===== config.mk =====
export PLATFORM = sky130hd
export DESIGN_NAME = window_median_filter
export DESIGN_NICKNAME = d
export VERILOG_FILES = /design/src/rtl/window_median_filter.sv
export SDC_FILE = /design/constraint.sdc
export NUM_CORES = 1
export LEC_CHECK = 0
export ABC_CLOCK_PERIOD_IN_PS = 20400
export CORE_ASPECT_RATIO = 1.2
export CORE_MARGIN = 2
export CORE_UTILIZATION = 55
export CTS_CLUSTER_DIAMETER = 50
export DETAILED_ROUTE_END_ITERATION = 16
export GPL_TIMING_DRIVEN = 0
export PLACE_DENSITY = 0.83
export SYNTH_ARGS = -nofsm -noshare
export SYNTH_HDL_FRONTEND = slang
export SYNTH_SLANG_ARGS = --single-unit

===== constraint.sdc =====
create_clock -name Control_CLK -period 20.4 [get_ports Control_CLK]
set_input_delay 2.04 -clock Control_CLK [delete_from_list [all_inputs] [get_ports Control_CLK]]
set_output_delay 2.04 -clock Control_CLK [all_outputs]
set_load 0.005 [all_outputs]

===== src/rtl/window_median_filter.sv =====
// Window median filter: captures a WINDOW_SIZE x WINDOW_SIZE window serially and returns
// the per-channel median. Define FILTER_MEAN_EN to return the per-channel truncated mean.
module window_median_filter #(
  parameter int DATA_WIDTH  = 24,
  parameter int CHANNELS    = 3,
  parameter int WINDOW_SIZE = 3
) (
  input  logic                  Control_CLK,
  input  logic                  Control_RST,
  input  logic                  Filter_EN,
  input  logic [DATA_WIDTH-1:0] Filter_PIXEL,
  output logic                  Filter_DNE,
  output logic [DATA_WIDTH-1:0] Filter_DATA,
  output logic                  Filter_BUSY
);

  localparam int CH_W  = DATA_WIDTH / CHANNELS;
  localparam int N     = WINDOW_SIZE * WINDOW_SIZE;
  localparam int CNT_W = $clog2(N + 1);

  typedef logic [N-1:0][DATA_WIDTH-1:0] win_t;
  typedef enum logic [2:0] {S_IDLE, S_LOAD, S_SORT, S_DONE, S_REARM} state_t;

  state_t             state, state_nxt;
  win_t               win;
  logic [CNT_W-1:0]   cnt;

`ifdef FILTER_MEAN_EN
  localparam int SUM_W = CH_W + $clog2(N);

  // Mean replaces the sort; result lands in the centre slot so DONE is shared.
  function automatic logic [DATA_WIDTH-1:0] window_mean(input win_t w);
    logic [DATA_WIDTH-1:0] r;
    logic [SUM_W-1:0]      sum;
    r = '0;
    for (int ch = 0; ch < CHANNELS; ch++) begin
      sum = '0;
      for (int i = 0; i < N; i++)
        sum = sum + SUM_W'(w[i][ch*CH_W +: CH_W]);
      r[ch*CH_W +: CH_W] = CH_W'(sum / SUM_W'(N));
    end
    return r;
  endfunction
`else
  logic [CNT_W-1:0]   pass;

  // One odd-even transposition pass; pairs are disjoint so all swaps read the old window.
  function automatic win_t sort_pass(input win_t w, input logic odd);
    win_t            r;
    logic [CH_W-1:0] a, b;
    r = w;
    for (int i = 0; i < N - 1; i++) begin
      if (((i % 2) == 1) == odd) begin
        for (int ch = 0; ch < CHANNELS; ch++) begin
          a = w[i][ch*CH_W +: CH_W];
          b = w[i+1][ch*CH_W +: CH_W];
          if (a > b) begin
            r[i][ch*CH_W +: CH_W]   = b;
            r[i+1][ch*CH_W +: CH_W] = a;
          end
        end
      end
    end
    return r;
  endfunction
`endif

  always_ff @(posedge Control_CLK or posedge Control_RST) begin
    if (Control_RST) state <= S_IDLE;
    else             state <= state_nxt;
  end

  always_comb begin
    state_nxt = state;
    case (state)
      S_IDLE:  if (Filter_EN) state_nxt = S_LOAD;
      S_LOAD: begin
        if (!Filter_EN)                   state_nxt = S_IDLE;
        else if (cnt == CNT_W'(N - 1))    state_nxt = S_SORT;
      end
`ifdef FILTER_MEAN_EN
      S_SORT:  state_nxt = S_DONE;
`else
      S_SORT:  if (pass == CNT_W'(N - 1)) state_nxt = S_DONE;
`endif
      S_DONE:  state_nxt = S_REARM;
      // A still-high enable must not start a new capture.
      S_REARM: if (!Filter_EN) state_nxt = S_IDLE;
      default: state_nxt = S_IDLE;
    endcase
  end

  always_ff @(posedge Control_CLK or posedge Control_RST) begin
    if (Control_RST) begin
      win         <= '0;
      cnt         <= '0;
`ifndef FILTER_MEAN_EN
      pass        <= '0;
`endif
      Filter_DATA <= '0;
      Filter_DNE  <= 1'b0;
    end else begin
      Filter_DNE <= 1'b0;
      case (state)
        S_IDLE: begin
          if (Filter_EN) begin
            win[0] <= Filter_PIXEL;
            cnt    <= CNT_W'(1);
          end
        end
        S_LOAD: begin
          if (!Filter_EN) begin
            cnt <= '0;
          end else begin
            win[cnt] <= Filter_PIXEL;
            if (cnt == CNT_W'(N - 1)) begin
              cnt  <= '0;
`ifndef FILTER_MEAN_EN
              pass <= '0;
`endif
            end else begin
              cnt <= cnt + CNT_W'(1);
            end
          end
        end
        S_SORT: begin
`ifdef FILTER_MEAN_EN
          win[N/2] <= window_mean(win);
`else
          win  <= sort_pass(win, pass[0]);
          pass <= pass + CNT_W'(1);
`endif
        end
        S_DONE: begin
          Filter_DATA <= win[N/2];
          Filter_DNE  <= 1'b1;
        end
        default: ;
      endcase
    end
  end

  assign Filter_BUSY = (state == S_LOAD) || (state == S_SORT) || (state == S_DONE);

endmodule


==> results of run 1 <==
[cells by family after synthesis]
family / share of synthesized area
AOI/OAI and AO/OA: 0.2927
and+or+nand+nor: 0.1156
buffers and inverters: 0.07818
DFF: 0.3048
adders and majority gates: 0.1197
muxes: 0.08822
xor gates and xnor gates: 0.0008467
[through the flow]
step           std cells  worst slack (ps)  power, µW    util
2_1_floorplan       2251             11430       2171       -
3_3_place_gp        2755              7962       2491  0.5835
3_5_place_dp        2757             15850       2557  0.5852
4_1_cts             2823             16400       3244  0.6193
5_1_grt             2823             16200       3498  0.6193
6_report            2823             16300       3280  0.6193
[routing by layer]
metal	share of wire	wire length, µm
met5	0.00019	13
met4	0.070	4693
met3	0.071	4765
met2	0.47	31510
met1	0.39	25920
[state kept, by name, indices dropped and copies added, names as in the netlist]
signal and count:
win 216, Filter_DATA 24, cnt 4, pass 4, state 3, Filter_DNE 1
[cells in the mapped netlist (4+ instances only)]
cell type / instances / area share
o21ai_2: 4 / 0.0017
dfrtp_1: 252 / 0.30
a21boi_2: 12 / 0.0065
nor2b_1: 22 / 0.0067
o2111a_1: 8 / 0.0044
nand2_1: 280 / 0.051
nor2_1: 58 / 0.011
mux2_2: 14 / 0.0076
inv_1: 202 / 0.037
or3b_1: 7 / 0.0030
a21oi_1: 101 / 0.024
o21bai_1: 4 / 0.0015
buf_2: 56 / 0.014
and2_1: 5 / 0.0015
clkbuf_1: 27 / 0.0049
buf_4: 23 / 0.0083
and3_4: 4 / 0.0022
a221oi_1: 12 / 0.0051
buf_1: 17 / 0.0031
a31oi_1: 146 / 0.044
nor3b_1: 16 / 0.0058
nand2_2: 5 / 0.0015
a22oi_1: 12 / 0.0044
o31ai_4: 13 / 0.013
buf_6: 21 / 0.011
ha_1: 198 / 0.12
a211oi_2: 15 / 0.0091
a211oi_1: 16 / 0.0058
mux2_4: 7 / 0.0051
nor3_4: 6 / 0.0047
o31ai_1: 112 / 0.041
mux2i_1: 155 / 0.075
o211ai_1: 59 / 0.021
nand4_1: 54 / 0.016
o21ai_0: 57 / 0.014
nor3_1: 4 / 0.00097
o21ai_1: 10 / 0.0024
o211ai_2: 85 / 0.051
o22ai_1: 96 / 0.029
nand3_1: 8 / 0.0019
[where the power goes]
part           switching, µW  internal [µW]
clock                    262            413
combinational            971            749
sequential               241            644
[worst register-to-register path: cells and delay by family, from the launching register on]
family | cells | cell delay (ps)
multiplexers | 1 | 250
buffers and inverters | 3 | 1740
flip-flops | 1 | 410
AO/OA/AOI/OAI | 2 | 320
AND/OR/NAND/NOR | 1 | 220
[layout make-up]
cell class                      count  area [µm²]  area share
Inverter                          202       765.7     0.03342
Tap cell                          474       593.1     0.02589
Clock buffer                       47        1036     0.04522
Clock inverter                     19       226.5    0.009885
Multi-Input combinational cell   1652       12770      0.5573
Sequential cell                   252        6306      0.2752
Timing Repair Buffer               32       355.3     0.01551
Buffer                            145       859.6     0.03752
[worst max-delay path by stage]
stage               slack, ps        start  cells past startpoint                          to
global route            16200    Filter_EN                      9        win[150]$_DFFE_PP0P_
floorplan               11430  Control_RST                      1  Filter_DATA[0]$_DFFE_PP0P_
finish                  16300    Filter_EN                      9        win[148]$_DFFE_PP0P_
global placement         7960  Control_RST                      2        win[211]$_DFFE_PP0P_
detailed placement      15850    Filter_EN                      6          win[2]$_DFFE_PP0P_
CTS                     16400    Filter_EN                      6          win[2]$_DFFE_PP0P_
==> flow_metrics.py, run 1 <==
metrics = {
    "synthesis": {
        "syn_avg_cell_area_um2": 9.193,
        "async_flop_share": 1.000,
        "syn_nets": 2476,
        "synthFlopType": "dfrtp_1",
        "ys_seq_elements": 252,
        "yosys_warnings": 0,
        "synth_edf_count": 0,
        "netlist_instances": 2251,
        "ys_seq_area_frac": 0.3048,
        "synth_area_um2": 20690,
        "synthDistinctLibCells": 71,
    },
    "sta": {
        "min_period_ps": 4096,
        "final_hold_viol_count": 0,
        "fmax_ghz": 0.2441,
        "slew_viol_final": 0,
        "clock-skew-final_ps": 35.76,
        "relSlewSlack": 0.1279,
        "finalCritPeriodShare": 0.2008,
        "fin_setup_tns_ps": 0,
        "rsz0062_at_grt": "no",
        "whs_ps": 475.0,
        "setup_viol": 0,
        "tightest_slew_ps": 1308,
    },
    "detailed_routing": {
        "vias": 19490,
        "antenna_left": 0,
        "viasPerCell": 6.903,
        "wirelength_um": 66900,
        "drcViolationCount": 0,
        "drtIter0Drc": 1895,
        "drt-pass1-iter-count": 6,
        "wire_per_inst_um": 23.70,
    },
    "pwr": {
        "power.leakage_uw": 0.01047,
        "peakVddDrop_mv": 0.07860,
        "power_density_nw_per_um2": 143.1,
    },
    "grt": {
        "track_usage": 0.3391,
        "gr-total-overflow": 0,
        "grtUsageMet1": 0.4059,
        "busiest_layer": "met2",
        "grt_pass1_vias": 19890,
        "grt_start_max_net_pins": 104,
        "grt_pass1_wl_um": 106300,
        "antenna_found_initial": 2,
        "grt_use_met3": 0.05310,
        "grt_use_met2": 0.5629,
    },
    "floorplan": {
        "die_area_um2": 39200,
        "core_um2": 37000,
        "rows": 77,
        "chipWidth_um": 181.1,
        "die_h_um": 216.5,
        "start_util": 0.5593,
        "pin_count": 53,
    },
    "worst_hold_path": {
        "hold_depth": 2,
        "hp-class": "register to register",
        "hold_start": "Filter_DATA[5]$_DFFE_PP0P_",
        "hold_end": "Filter_DATA[5]$_DFFE_PP0P_",
    },
    "setup_path": {
        "max_stage_delay_ps": 650,
        "r2r-end": "win[96]$_DFFE_PP0P_",
        "crit_path_start_kind": "input port",
        "path_buf_inv": 3,
        "cp_cell_sequence": "clkdlybuf4s50_1, and4bb_1, buf_2, nand3_1, nand2_1, buf_1, nand2_1, o22ai_1, a31oi_1",
        "cpLargestDelayFamily": "buffers and inverters",
        "cp_max_fo": 10,
        "cp.required_ps": 20800,
        "crit_slowest_cell": "clkdlybuf4s50_1",
        "reg2reg_slack_ps": 17310,
        "arrival_ps": 4500,
        "worstRegToRegCells": 7,
        "crit_path_end_kind": "register",
        "r2r_start": "pass[0]$_DFFE_PP0P_",
        "cpMostUsedCell": "nand2_1",
        "worst-setup-path-type": "input port to register",
    },
    "flow_run": {
        "maxCapViolations": 0,
    },
    "final_layout": {
        "fillCellCount": 3147,
        "layout.nets": 2547,
        "stdcell_area_um2": 22910,
        "layout.cells.most_common": "nand2_1",
        "drive_above_1_share": 0.1507,
        "area_growth_pct": 10.72,
        "antenna_cells": 0,
        "final_cell_mix": "280 x nand2_1, 252 x dfrtp_1, 201 x inv_1",
    },
    "clocking": {
        "clk_latency_ps": 560,
        "clock_path_buffers": 3,
        "cts_resized": 0,
        "post_cts_buffers": 0,
        "cts_buffers": 37,
        "numClockSinks": 252,
        "cts_hold_buf": 0,
        "path_clk_slew_ps": 50,
        "cts_tree": "built",
        "cts_root_buf": "clkbuf_16",
        "ctsHtreeMaxLevel": 2,
    },
    "placed_design": {
        "place_hpwl_um": 50350,
        "gp_congestion": 0.9594,
        "postPlaceCellArea_um2": 21650,
        "port_buffers": 30,
    },
    "status": {
        "status": "complete, no violations",
    },
}
No activity file was read; power rests on OpenSTA's default activity.
==> run 2, diff against run 1 <==
Settings changed: ABC_CLOCK_PERIOD_IN_PS 20400 to 3400, PLACE_DENSITY 0.83 to 0.86.
Clock period 20.4 ns to 3.4 ns, I/O delays scaled along.
==> flow_metrics.py, run 2 (synthesis gave the netlist of run 1 again) <==
metrics = {
    "status": {
        "status": "complete, no violations",
    },
    "detailed_routing": {
        "wirelength_um": 70900,
        "drcViolationCount": 0,
        "drt-pass1-iter-count": 10,
        "wire_per_inst_um": 25.08,
        "antenna_left": 0,
        "viasPerCell": 7.078,
        "vias": 20010,
        "drtIter0Drc": 2348,
    },
    "final_layout": {
        "largest_reg_flops": 216,
        "layout.nets": 2551,
        "fillCellCount": 2991,
        "reg_top3": "win (216), Filter_DATA (24)",
        "antenna_cells": 0,
        "layout.cells.most_common": "nand2_1",
        "drive_above_1_share": 0.1517,
        "largest_register": "win",
        "area_growth_pct": 10.87,
        "final_cell_mix": "280 x nand2_1, 252 x dfrtp_1, 201 x inv_1",
    },
    "worst_hold_path": {
        "hp-class": "input port to asynchronous set/reset pin",
    },
    "clocking": {
        "clock_path_buffers": 3,
        "post_cts_buffers": 0,
        "cts_hold_buf": 0,
        "ctsHtreeMaxLevel": 2,
        "cts_root_buf": "clkbuf_16",
        "path_clk_slew_ps": 60,
        "cts_resized": 0,
        "numClockSinks": 252,
        "clk_latency_ps": 550,
        "cts_tree": "built",
        "cts_buffers": 37,
    },
    "grt": {
        "track_usage": 0.3574,
        "grt_pass1_wl_um": 110000,
        "antenna_found_initial": 2,
        "gr-total-overflow": 0,
        "grt_start_max_net_pins": 43,
        "grt_pass1_vias": 19900,
    },
    "floorplan": {
        "pin_count": 53,
        "start_util": 0.5593,
        "rows": 77,
        "core_um2": 37000,
        "die_area_um2": 39200,
        "chipWidth_um": 181.1,
        "die_h_um": 216.5,
    },
    "pwr": {
        "power_switching_uw": 9112,
        "peakVddDrop_mv": 0.5173,
        "swShare": 0.4587,
        "p_int_uw": 10750,
        "p_comb_frac": 0.531,
        "power_density_nw_per_um2": 865.8,
        "clockPowerShare": 0.197,
        "power_uw": 19860,
        "seq_power_share": 0.272,
        "power.leakage_uw": 0.01047,
    },
    "setup_path": {
        "crit_path_end_kind": "register",
        "cp-startpoint": "pass[0]$_DFFE_PP0P_",
        "arrival_ps": 3760,
        "r2r-end": "win[96]$_DFFE_PP0P_",
        "cp-endpoint": "win[96]$_DFFE_PP0P_",
        "cp.required_ps": 3810,
        "reg2reg_slack_ps": 50,
        "cp_max_fo": 10,
        "worst-setup-path-type": "register to register",
        "r2r_start": "pass[0]$_DFFE_PP0P_",
        "crit_path_start_kind": "register",
        "worstRegToRegCells": 7,
    },
    "sta": {
        "clock-skew-final_ps": 33.32,
        "rsz0062_at_grt": "no",
        "final_hold_viol_count": 0,
        "slew_viol_final": 0,
        "fin_setup_tns_ps": 0,
        "relSlewSlack": 0.1547,
        "min_period_ps": 3354,
        "fmax_ghz": 0.2982,
        "finalCritPeriodShare": 0.9863,
        "setup_viol": 0,
        "tightest_slew_ps": 1268,
    },
    "placed_design": {
        "place_hpwl_um": 52460,
        "gp_congestion": 1.050,
        "port_buffers": 30,
    },
    "flow_run": {
        "maxCapViolations": 0,
    },
}
## run 2: changes by cell type in the layout (fill, tap and decap cells not counted), sizes merged
cell / delta
buf: +4
inv: -3
clkinvlp: +2
bufinv: -1
clkbuf: +1
clkinv: +1
## run 2: how the worst min path moves through the flow
stage                                           from                         end  slack (ps)  depth (start not counted)
final                                    Control_RST          win[2]$_DFFE_PP0P_         290                          2
after global routing                     Control_RST          win[2]$_DFFE_PP0P_         360                          2
after CTS                                Control_RST         win[24]$_DFFE_PP0P_         310                          2
after detailed placement  Filter_DATA[6]$_DFFE_PP0P_  Filter_DATA[6]$_DFFE_PP0P_         470                          2
after global placement    Filter_DATA[2]$_DFFE_PP0P_  Filter_DATA[2]$_DFFE_PP0P_         460                          2
after floorplan           Filter_DATA[0]$_DFFE_PP0P_  Filter_DATA[0]$_DFFE_PP0P_         470                          2
## run 2: layout make-up
| class | instances | area [µm²] | area share |
|---|---|---|---|
| plain buffers | 145 | 859.6 | 0.03747 |
| clock buffers | 48 | 1028 | 0.04483 |
| clock inverters | 18 | 203.9 | 0.008890 |
| inverters | 202 | 762.0 | 0.03321 |
| multi-input cells | 1652 | 12770 | 0.5566 |
| flip-flops and latches | 252 | 6306 | 0.2749 |
| well taps | 474 | 593.1 | 0.02585 |
| repair buffers | 36 | 420.4 | 0.01832 |
## run 2: power groups by stage
stage | logic, µW | clock network, µW | registers [µW]
after floorplan | 8280 | 0 | 4750
after global placement | 9700 | 0 | 5320
after detailed placement | 10200 | 0 | 5340
after CTS | 10300 | 3920 | 5310
after global routing | 11500 | 4060 | 5460
final | 10500 | 3920 | 5400
## run 2: per-stage QoR
step | hold slack, ps | util | setup slack [ps] | area [µm²] | instances
after floorplan | 473.3 | - | -255.7 | 20700 | 2251
after global placement | 464.1 | 0.5836 | -2220 | 21590 | 2755
after detailed placement | 470.6 | 0.5868 | 360.4 | 21710 | 2761
after CTS | 311.8 | 0.6201 | 332.6 | 22940 | 2827
after global routing | 360.3 | 0.6201 | 176.4 | 22940 | 2827
final | 292.4 | 0.6201 | 46.46 | 22940 | 2827
## run 2: critical path: stages (launching register included)
cell and delay, ps:
dfrtp_1 410, inv_1 480, clkbuf_1 990, nor2_1 200
o31ai_4 220, buf_2 380, mux2i_1 380, a31oi_1 150
## run 2: layer usage
metal / share of wire / vias up / track usage / wire, µm
met1: 0.37 / 9609 / 0.4200 / 26250
met5: 0 / - / 0 / 0
met4: 0.084 / 0 / 0.2669 / 5944
met3: 0.089 / 428 / 0.07377 / 6287
met2: 0.46 / 1318 / 0.5787 / 32420
li1: - / 8654 / - / -
